$ cat config.mk
export PLATFORM = sky130hd
export DESIGN_NAME = jtag_ctl_bridge
export DESIGN_NICKNAME = d
export VERILOG_FILES = /design/src/rtl/jtag_ctl_pkg.sv /design/src/rtl/jtag_sync_edge.sv /design/src/rtl/jtag_ctl_bridge.sv
export SDC_FILE = /design/constraint.sdc
export NUM_CORES = 1
export LEC_CHECK = 0
export BUFFER_PORTS_ARGS = -buffer_cell sky130_fd_sc_hd__buf_2
export CAP_MARGIN = 0
export CORE_UTILIZATION = 56
export CTS_CLUSTER_SIZE = 12
export DETAILED_ROUTE_END_ITERATION = 8
export PLACE_DENSITY = 0.9
export SLEW_MARGIN = 10
export SYNTH_ARGS = -nofsm -noshare
export SYNTH_HDL_FRONTEND = slang
export SYNTH_SLANG_ARGS = --single-unit
$ cat constraint.sdc
create_clock -name usbclk -period 4 [get_ports usbclk]
set_input_delay 0.4 -clock usbclk [delete_from_list [all_inputs] [get_ports usbclk]]
set_output_delay 0.4 -clock usbclk [all_outputs]
set_load 0.05 [all_outputs]
$ cat src/rtl/jtag_ctl_pkg.sv
// jtag_ctl_pkg: shared FSM encoding, synced-input indices and parity helper
package jtag_ctl_pkg;
    typedef enum logic [1:0] {IDLE, SHIFT, COMMIT} state_t;
    localparam int J_DRCK  = 0;
    localparam int J_SEL   = 1;
    localparam int J_SHIFT = 2;
    localparam int J_CAP   = 3;
    localparam int J_UPD   = 4;
    localparam int J_RST   = 5;
    localparam int J_TDI   = 6;
    localparam int J_N     = 7;
    // Zero-extension to 64 bits leaves even parity unchanged.
    function automatic logic even_par(input logic [63:0] d);
        return ^d;
    endfunction
endpackage

$ cat src/rtl/jtag_sync_edge.sv
// jtag_sync_edge: multi-flop synchronizer with rising-edge pulse in usbclk domain
module jtag_sync_edge #(
    parameter int SYNC_STAGES = 2
) (
    input  logic usbclk,
    input  logic rst_n,
    input  logic din,
    output logic level,
    output logic rise
);
    logic [SYNC_STAGES-1:0] sync;
    logic prev;
    always_ff @(posedge usbclk or negedge rst_n) begin
        if (!rst_n) begin
            sync <= '0;
            prev <= 1'b0;
        end else begin
            sync <= {sync[SYNC_STAGES-2:0], din};
            prev <= sync[SYNC_STAGES-1];
        end
    end
    assign level = sync[SYNC_STAGES-1];
    assign rise  = level & ~prev;
endmodule

$ cat src/rtl/jtag_ctl_bridge.sv
// jtag_ctl_bridge: BSCAN user-chain to parity-checked control word bridge
module jtag_ctl_bridge
    import jtag_ctl_pkg::*;
#(
    parameter int DW          = 40,
    parameter int SYNC_STAGES = 2
) (
    input  logic          usbclk,
    input  logic          rst_n,
    input  logic          jtag_drck,
    input  logic          jtag_sel,
    input  logic          jtag_shift,
    input  logic          jtag_capture,
    input  logic          jtag_update,
    input  logic          jtag_reset,
    input  logic          jtag_tdi,
    output logic          jtag_tdo,
    input  logic [DW-1:0] rb_data,
    output logic [DW-1:0] control_bus,
    output logic          control_strobe,
    output logic          frame_err,
    output logic [7:0]    err_count
);
    localparam int CW = $clog2(DW + 3);
    logic [J_N-1:0] raw, lvl, rise;
    state_t state, state_n;
    logic [DW:0] tx, rx;
    logic [CW-1:0] cnt;
    logic load, commit, shift_en, valid;
    logic unused_sync;
    assign raw = {jtag_tdi, jtag_reset, jtag_update, jtag_capture, jtag_shift, jtag_sel, jtag_drck};
    for (genvar i = 0; i < J_N; i++) begin : g_sync
        jtag_sync_edge #(.SYNC_STAGES(SYNC_STAGES)) u_sync (
            .usbclk(usbclk),
            .rst_n (rst_n),
            .din   (raw[i]),
            .level (lvl[i]),
            .rise  (rise[i])
        );
    end
    assign unused_sync = ^{rise[J_SEL], rise[J_SHIFT], rise[J_RST], rise[J_TDI],
                           lvl[J_DRCK], lvl[J_CAP], lvl[J_UPD]};
    always_comb begin
        state_n  = lvl[J_RST] ? IDLE :
                   (state == IDLE  && rise[J_CAP] && lvl[J_SEL]) ? SHIFT :
                   (state == SHIFT && rise[J_UPD] && lvl[J_SEL]) ? COMMIT :
                   (state == COMMIT) ? IDLE : state;
        load     = state == IDLE && state_n == SHIFT;
        commit   = state == SHIFT && state_n == COMMIT;
        shift_en = state == SHIFT && !lvl[J_RST] && rise[J_DRCK] && lvl[J_SEL] && lvl[J_SHIFT];
        valid    = cnt == CW'(DW + 1) && !(^rx);
    end
    // Commit outputs are registered on the SHIFT->COMMIT edge so they are visible during COMMIT.
    always_ff @(posedge usbclk or negedge rst_n) begin
        if (!rst_n) begin
            state          <= IDLE;
            tx             <= '0;
            rx             <= '0;
            cnt            <= '0;
            jtag_tdo       <= 1'b0;
            control_bus    <= '0;
            control_strobe <= 1'b0;
            frame_err      <= 1'b0;
            err_count      <= 8'd0;
        end else begin
            state          <= state_n;
            jtag_tdo       <= tx[DW];
            control_strobe <= commit && valid;
            frame_err      <= commit && !valid;
            if (lvl[J_RST]) begin
                rx  <= '0;
                cnt <= '0;
            end else if (load) begin
                tx  <= {rb_data, even_par(64'(rb_data))};
                rx  <= '0;
                cnt <= '0;
            end else if (shift_en) begin
                rx  <= {rx[DW-1:0], lvl[J_TDI]};
                tx  <= {tx[DW-1:0], 1'b0};
                cnt <= (cnt == CW'(DW + 2)) ? cnt : cnt + CW'(1);
            end
            if (commit && valid)
                control_bus <= rx[DW:1];
            if (commit && !valid && err_count != 8'hFF)
                err_count <= err_count + 8'd1;
        end
    end
endmodule

== Word-level counts from Yosys, hierarchy flattened ==
Cells that the tools add are included.

* Register bits: 158
* Bits in latches: 0
* Memory bits (writable): 0
* Memory bits (read-only): 0
* Output and inout port bits: 51
* Word-level logic and storage cells: 73
* Memories kept: 0

* Add/sub/neg operators: 2
* Multipliers: 0
* Divide/modulo/power cells: 0
* Order comparisons: 0
* Eq/ne operators: 8
* Shift-type cells: 0
* Muxes and demuxes: 13
* Bitwise logic cells: 7
* Reductions and logical operators: 24

{| class="wikitable"
|+ Operator list
! kind !! count
|-
| $mux 41 || 5
|-
| $reduce_xor 64->1 || 1
|-
| $reduce_xor 41->1 || 1
|-
| $mux 6 || 4
|-
| $logic_and 1x1->1 || 14
|-
| $eq 6x6->1 const B || 2
|-
| $add 8x1->8 const B || 1
|-
| $mux 2 || 4
|-
| $ne 8x8->1 const B || 1
|-
| $add 6x1->6 const B || 1
|-
| $eq 2x1->1 const B || 2
|-
| $eq 2x2->1 const B || 2
|-
| $not 1->1 || 4
|-
| $reduce_and 2->1 || 2
|-
| $and 1x1->1 || 3
|-
| $logic_not 1->1 || 3
|-
| $ne 3x2->1 const B || 1
|-
| $reduce_bool 3->1 || 1
|-
| $logic_not 2->1 || 1
|-
| $reduce_bool 2->1 || 1
|}

== Depth between registers and ports, before layout ==
Gate-level depths: netlist of run 1.

* Depth in word-level cells: 11
* Depth in mapped cells: 10
* Gate-level depth less buffers: 7

== Modules after synthesis ==
A second synthesis of run 1 with hierarchy kept.

* Cell total of the unflattened synthesis: 629
* Area total of the unflattened synthesis: 6,991.7 µm²

{| class="wikitable"
|+ By module, submodules not included
! module !! instances !! cells an instance !! area an instance (µm²)
|-
| jtag_ctl_bridge || 1 || 601 || 6,369.9
|-
| jtag_sync_edge || 7 || 4 || 88.8
|}

== Worst setup path after synthesis of run 1 ==
OpenSTA, ideal clock, no wires.

* Kind: reg-to-reg
* Start: register rx[21]
* End: register control_bus[10]
* Setup time: 0.125 ns
* Data arrival time: 2.453 ns
* Setup slack: 1.422 ns
* Cell stages (with the launch flop): 9
* Path through: dfrtp_1 -> xnor2_1 -> xnor3_1 -> xnor3_1 -> xnor3_1 -> mux2i_4 -> nor2_4 -> buf_6 -> mux2_2

* Cells in the longest elaborated chain, start to end: 4

{| class="wikitable"
|+ RTL lines
! element !! line !! source
|-
| start, declared || jtag_ctl_bridge.sv:27 || <nowiki>logic [DW:0] tx, rx;</nowiki>
|-
| start signal, assigned || jtag_ctl_bridge.sv:78 || <nowiki>rx <= {rx[DW-1:0], lvl[J_TDI]};</nowiki>
|-
| $reduce_xor 41->1 || jtag_ctl_bridge.sv:51 || <nowiki>valid = cnt == CW'(DW + 1) && !(^rx);</nowiki>
|-
| $logic_not 1->1 || jtag_ctl_bridge.sv:51 ||
|-
| $logic_and 1x1->1 || jtag_ctl_bridge.sv:51 ||
|-
| $logic_and 1x1->1 || jtag_ctl_bridge.sv:82 || <nowiki>if (commit && valid)</nowiki>
|-
| end signal, assigned || jtag_ctl_bridge.sv:83 || <nowiki>control_bus <= rx[DW:1];</nowiki>
|-
| end, declared || jtag_ctl_bridge.sv:19 || <nowiki>output logic [DW-1:0] control_bus,</nowiki>
|}

No other way between the ends.
A chain may end at the register's enable or synchronous reset.

== Worst setup path in the final report of run 1 ==
* Start: register rx[21]
* End: register control_bus[32]

The elaborated chain is that of the path after synthesis.

==> summary.md, run 1 <==
| Metric | Value |
|---|---|
| Area growth syn-to-layout | 17.4% |
| Power Total | 3.70 mW |
| Sequential area share after synthesis | 58.1% |
| Clock Latency Late Sink | 420 ps |
| Placed cells | 841 |
| Commonest cells after routing, fill and taps aside | 158 x dfrtp_1, 98 x buf_2, 93 x nand2_1 |
| First-pass DRT Iterations | 6 |
| Via density | 5.51 |
| Startpoint Class | flip-flop |
| Fin crit share | 75.6% |
| Top FF cell, synth | dfrtp_1 |
| Initial DRC count | 247 |
| Synth warn | 0 |
| CP max FO | 41 |
| Row cnt | 39 |
| First-pass GRT wire length | 23500 um |
| Slew @ Worst Pin | 833 ps |
| NumNets Final | 771 |
| Detail Route Antenna Nets | 0 |
| Setup Skew | 8.94 ps |
| Total Die Area | 0.0126 mm2 |
| # H-tree levels | 4 |
| Post-synth ARST share | 100% |
| Routed wire per std cell | 15.7 um |
| Synth Cell Area | 0.00681 mm2 |
| Leakage dissipation | 3.75 nW |
| Non-filler cells in the finished layout | 873 |
| Minimum clock period | 3020 ps |
| Post-synth EDFFs | 0 |
| Data arrival, critical path | 3330 ps |
| Ant diodes | 0 |
| Dominant cells by area after synthesis | dfrtp_1 58%, xnor2_1 9.1%, mux2_2 5.8% |
| Failing checks | DRC |
| Total gr overflow | 0 |
| Worst path required time | 4300 ps |
| IO buf count | 99 |
| Max VDD drop | 0.367 mV |
| Fill count | 831 |
| Synthesized instance count | 623 |
| Min-Delay Path Class | in -> reg |
| Vias | 4810 |
| Final setup vio count | 0 |
| TritonCTS Buffers | 17 |
| Pwr per Cell Area | 463 mW/mm2 |
| Most common cell after layout, fill and taps aside | dfrtp_1 |
| Share of cells above drive strength 1 | 23.7% |
| Die width | 112 um |
| Yosys top cell area share | 58.1% |
| Initial antenna violation count | 0 |
| Post-DP Area | 0.00740 mm2 |
| Initial core utilization | 58.6% |
| FMAX | 0.331 GHz |
| GPL Wtd Cong | 0.764 |
| Vias in the first global route | 5017 |
| Clock slew at reported path FFs | 60 ps |
| Post-synthesis cell type count | 32 |
| CTS root buf | clkbuf_16 |
| Max_cap viols | 0 |
| DRC | 5 |
| Largest net degree at the start of global routing | 66 |
| Unrepaired setup endpoints after global routing | false |
| Max Root-Sink Buffers | 2 |
| I/O pin total | 100 |
| CTS sink count | 158 |
| Accumulated negative setup slack | 0 ps |
| Design area | 0.00799 mm2 |
| Syn avg cell area | 10.9 um2 |
| Syn nets | 676 |
| Final Slew Violations | 0 |
| Post-cts sizing count | 0 |
| CTS tree | yes |
| All-layer global routing usage | 23.8% |
| Outcome | complete, but fails checks |
| Hold_ws | 84.8 ps |
| Flops & latches, synth | 158 |
| Die height | 112 um |
| Setup crit end kind | flip-flop |
| Max-slew headroom | 44.5% |
| Detailed placement HPWL | 9000 um |
| Cell taking the most area after synthesis | dfrtp_1 |
| Endpoints failing hold | 0 |
| Final WL | 13700 um |
| Area of the core | 0.0116 mm2 |
| Crit Path Class | reg -> reg |
-- metal layers --
metal	up-vias	share of wire, %	track usage [%]
li1	2271	-	-
met1	2395	42	29.3
met2	124	51	39.9
met3	20	5.1	7.78
met4	0	1.5	7.82
met5	-	0	0
-- critical path, cell delays in order, from the launching register on --
cell and delay, ps:
dfrtp_1 420, xnor2_1 200, xnor3_1 410, xnor3_1 390
xnor3_1 270, mux2i_4 260, nor2_4 100, buf_4 430
mux2_2 400
-- cell families (layout without fill, tap and decap cells) --
| logic type | count (synthesis) | in the layout | share of synthesized area (%) |
|---|---|---|---|
| simple gates | 211 | 211 | 12.7 |
| compound gates | 89 | 89 | 7.35 |
| buf+inv | 34 | 141 | 2.31 |
| mux | 42 | 42 | 7.11 |
| xor+xnor | 85 | 85 | 11.7 |
| flops | 158 | 158 | 58.1 |
| fa+ha+maj | 4 | 4 | 0.735 |
-- metrics by stage --
| step | worst slack, ps | utilization [%] |
|---|---|---|
| after global placement | 1060 | 63.8 |
| after global routing | 766 | 68.8 |
| after detailed placement | 964 | 63.8 |
| after CTS | 950 | 68.8 |
| after floorplan | 1420 | - |
| final | 976 | 68.8 |
-- path summary, 6_finish.rpt --
path / from / endpoint / slack [ps] / depth (start not counted)
worst max-delay path: rx[21]$_DFFE_PN0P_ / control_bus[32]$_DFFE_PN0P_ / 980 / 8
worst min-delay path: jtag_sel / g_sync[1].u_sync.sync[0]$_DFF_PN0_ / 80 / 1
worst max register to register: rx[21]$_DFFE_PN0P_ / control_bus[32]$_DFFE_PN0P_ / 980 / 8
worst min register to register: g_sync[0].u_sync.sync[0]$_DFF_PN0_ / g_sync[0].u_sync.sync[1]$_DFF_PN0_ / 350 / 0
max in group asynchronous: rst_n / g_sync[1].u_sync.sync[1]$_DFF_PN0_ / 2440 / 3
min in group asynchronous: rst_n / control_bus[26]$_DFFE_PN0P_ / 540 / 2
-- cell type report --
| class | instances | area [um2] | share of cell area, % |
|---|---|---|---|
| sequential | 158 | 3950 | 49.5 |
| timing repair buffer | 107 | 564 | 7.06 |
| clock buffer | 25 | 495 | 6.20 |
| tap | 143 | 179 | 2.24 |
| multi-input combinational | 431 | 2710 | 33.9 |
| inverter | 3 | 11.3 | 0.141 |
| clock inverter | 6 | 82.6 | 1.03 |
-- flip-flops by register name, summed over array words and instances, names as in the netlist, 2 cells and up --
signal / cells
cnt: 6
control_bus: 40
err_count: 8
g_sync.u_sync.prev: 3
g_sync.u_sync.sync: 14
rx: 41
state: 2
tx: 41
-- power by group --
part / switching (mW) / internal [mW] / total [mW]
Sequential: 0.0699 / 1.72 / 1.79
Clock: 0.587 / 0.978 / 1.56
Combinational: 0.199 / 0.146 / 0.345
-- cells in the mapped netlist (all sizes together) (2+ instances only) --
cell    number
xnor3        4
nor2        90
clkbuf      23
mux2        41
nand2b       3
inv          3
ha           4
dfrtp      158
nand3        6
nor2b        3
a31oi        3
nand4        5
and3         2
a21oi        3
nor3         3
nand2       93
xor2        10
o22ai       39
xnor2       71
buf          8
o21ai       43
-- timing repair --
action	4_1_cts	5_1_grt
endpoints found under the hold margin	63	0
hold buffers	1	0
setup endpoints to repair	0	0
setup buffers	0	0
(Power assumes the default switching activity.)
==> run 2: changes to the inputs <==
ABC_AREA = 1   (was unset)
clock period = 2.88 ns   (was 4 ns; I/O delays follow)
==> run 2 against run 1 <==
  * Synthesized area increased by 5.7%
  * Die area grew 5.6%
  * Maximum frequency grew 36%
  * Via count increased by 20%
  * Clock power grew 31%
  * Critical path type unchanged
  * Routed wire length up 4.0%
  * Non-clock buffer count increased by 8
  * Highest routed layer unchanged
  * Global-route usage down 0.42 points
  * The flow now finishes without violations
  * Combinational power is 55% higher
  * Synthesized cell count up 30%
==> summary.md, run 2 <==
| Metric | Value |
|---|---|
| Pwr per Cell Area | 602 mW/mm2 (+30%) |
| Endpoints failing hold | 0 (unchanged) |
| Largest net degree at the start of global routing | 82 (+24%) |
| CTS tree | yes |
| Post-synthesis cell type count | 35 (+9.4%) |
| TritonCTS Buffers | 17 (unchanged) |
| CP max FO | 42 (+2.4%) |
| Commonest cells after routing, fill and taps aside | 213 x nand2_1, 158 x dfrtp_1, 98 x buf_2 |
| Top FF cell, synth | dfrtp_1 |
| Share of cells above drive strength 1 | 17.9% (-5.8 points) |
| Slew @ Worst Pin | 535 ps (-297 ps) |
| Design area | 0.00846 mm2 (+5.8%) |
| Regs by FF count | rx (41), tx (41), control_bus (40) |
| Area growth syn-to-layout | 17.5% |
| All-layer global routing usage | 23.4% (-0.42 points) |
| Data arrival, critical path | 2540 ps (-790 ps) |
| Initial antenna violation count | 0 (unchanged) |
| Vias in the first global route | 5530 (+10%) |
| Max Root-Sink Buffers | 2 (unchanged) |
| Final setup vio count | 0 (unchanged) |
| Clock Latency Late Sink | 420 ps (about the same) |
| Synth Cell Area | 0.00720 mm2 (+5.7%) |
| Min-Delay Path Class | in -> reg |
| IO buf count | 99 (unchanged) |
| Cell mode on critical path | nand2_1 |
| Area of the core | 0.0126 mm2 (+8.2%) |
| Leakage dissipation | 4.21 nW (+12%) |
| Setup Skew | 7.21 ps (-1.73 ps) |
| Ant diodes | 0 (unchanged) |
| # H-tree levels | 4 (unchanged) |
| First-pass DRT Iterations | 4 (-2) |
| Total gr overflow | 0 (unchanged) |
| Critical path startpoint | state[1]$_DFF_PN0_ |
| Max VDD drop | 0.397 mV (+8.2%) |
| Syn avg cell area | 8.92 um2 (-18%) |
| Vias | 5769 (+20%) |
| Synthesized instance count | 807 (+30%) |
| Via density | 5.25 (-4.7%) |
| Dominant cells by area after synthesis | dfrtp_1 55%, nand2_1 11%, o22ai_1 7.0% |
| Setup bufs post-CTS | 0 (unchanged) |
| Post-synth EDFFs | 0 (unchanged) |
| Clock slew at reported path FFs | 60 ps (about the same) |
| HP Start | rb_data[19] |
| Crit-path cells | nor4_1 > nand2_2 > buf_4 > inv_1 > nand2_1 > nand2_1 > nand2_1 > o21ai_0 > a21oi_1 |
| FMAX | 0.449 GHz (+36%) |
| Worst path required time | 3190 ps (-1110 ps) |
| Routed wire per std cell | 12.9 um (-17%) |
| Most common cell after layout, fill and taps aside | nand2_1 |
| NumNets Final | 967 (+25%) |
| Outcome | finished, final reports clean |
| CTS root buf | clkbuf_16 |
| CTS sink count | 158 (unchanged) |
| Fin crit share | 77.4% (+1.8 points) |
| Sequential area share after synthesis | 54.9% (-3.1 points) |
| DRC | 0 (-5) |
| GPL Wtd Cong | 0.815 (+6.6%) |
| Max-slew headroom | 64.3% (+20 points) |
| Slowest stage delay, CP | 420 ps (about the same) |
| I/O pin total | 100 (unchanged) |
| Top post-synthesis cells by count | 214 x nand2_1, 158 x dfrtp_1, 80 x nor2_1, 80 x o22ai_1, 71 x inv_1 |
| Yosys top cell area share | 54.9% (-3.1 points) |
| Post-DP Area | 0.00784 mm2 (+5.8%) |
| Cell taking the most area after synthesis | dfrtp_1 |
| Startpoint Class | flip-flop |
| Initial core utilization | 57.3% (-1.4 points) |
| Die width | 115 um (+2.8%) |
| Crit Path Class | reg -> reg |
| Post-synth ARST share | 100% (unchanged) |
| Most frequent cell after synthesis | nand2_1 |
| Post-cts hold buffer count | 8 (+7) |
| Synth warn | 0 (unchanged) |
| Accumulated negative setup slack | 0 ps (unchanged) |
| First-pass GRT wire length | 24200 um (+2.8%) |
| Reg2reg start | state[1]$_DFF_PN0_ |
| Total Die Area | 0.0133 mm2 (+5.6%) |
| Unrepaired setup endpoints after global routing | false |
| Initial DRC count | 323 (+31%) |
| Row cnt | 41 (+5.1%) |
| Crit path max-delay cell type | dfrtp_1 |
| Detail Route Antenna Nets | 0 (unchanged) |
| Syn nets | 860 (+27%) |
| Minimum clock period | 2230 ps (-795 ps) |
| Final Slew Violations | 0 (unchanged) |
| Final WL | 14200 um (+4.0%) |
| Post-cts sizing count | 0 (unchanged) |
| Flops & latches, synth | 158 (unchanged) |
| Max_cap viols | 0 (unchanged) |
| Final Util | 67.3% (-1.5 points) |
| Setup crit end kind | flip-flop |
| Detailed placement HPWL | 9540 um (+6.0%) |
| Die height | 115 um (+2.8%) |
==> run 2: cell types whose count changed after synthesis, sizes merged, moves of 5 or more <==
cell / change
a21oi: +10
clkbuf: -15
o22ai: +41
buf: +11
nand2: +126
mux2: -41
inv: +79
nor2: -8
nand4: +6
xor2: +5
nand3: +13
xnor2: -33
==> run 2: cells by family (layout without fill, tap and decap cells) <==
family                   Yosys count  in the layout  synth area share, %
AO/OA/AOI/OAI                    142            142                 11.7
XOR/XNOR                          53             53                 6.55
adder cells (fa/ha/maj)            4              4                0.695
buffers and inverters            110            230                 6.64
flip-flops                       158            158                 54.9
AND/OR/NAND/NOR                  340            340                 19.5
==> run 2: metrics by stage <==
stage / instances / total power [mW] / hold slack [ps] / setup WS (ps)
after detailed placement: 1059 / 3.08 / 283 / 720
after CTS: 1099 / 5.13 / 134 / 693
after global placement: 1059 / 3.05 / 282 / 821
after floorplan: 807 / 2.89 / -7.59 / 932
after global routing: 1099 / 5.32 / 156 / 496
final: 1099 / 5.10 / 147 / 651
==> run 2: report_power, final <==
part           internal (mW)  switching, mW
registers               2.41          0.104
clock network           1.21          0.834
logic                  0.225          0.310
==> run 2: worst paths after layout <==
kind | to | slack [ps] | depth (start not counted)
setup / recovery | cnt[5]$_DFFE_PN0P_ | 650 | 9
hold / removal | tx[20]$_DFFE_PN0P_ | 150 | 3
setup reg to reg | cnt[5]$_DFFE_PN0P_ | 650 | 9
hold reg to reg | g_sync[4].u_sync.sync[1]$_DFF_PN0_ | 350 | 0
max in group asynchronous | tx[32]$_DFFE_PN0P_ | 1570 | 3
min in group asynchronous | control_bus[21]$_DFFE_PN0P_ | 380 | 2
==> run 2: metal layers <==
metal | global-route usage, % | wire [um] | up-vias
met3 | 4.38 | 450 | 11
li1 | - | - | 2859
met5 | 0 | 0 | -
met4 | 10.5 | 170 | 0
met2 | 40.3 | 7320 | 129
met1 | 28.7 | 6280 | 2770
==> run 2: cell type report <==
cell class | count | area, um2
Clock buffer | 26 | 509
Clock inverter | 6 | 32.5
Fill cell | 978 | 4110
Inverter | 83 | 312
Multi-Input combinational cell | 539 | 2770
Sequential cell | 158 | 3950
Tap cell | 172 | 215
Timing Repair Buffer | 115 | 667
==> run 2: worst max-delay path: cells and delay by family (launching register included) <==
kind	cells	cell delay, ps
compound gates	2	220
flops	1	420
buf+inv	2	550
simple gates	5	920
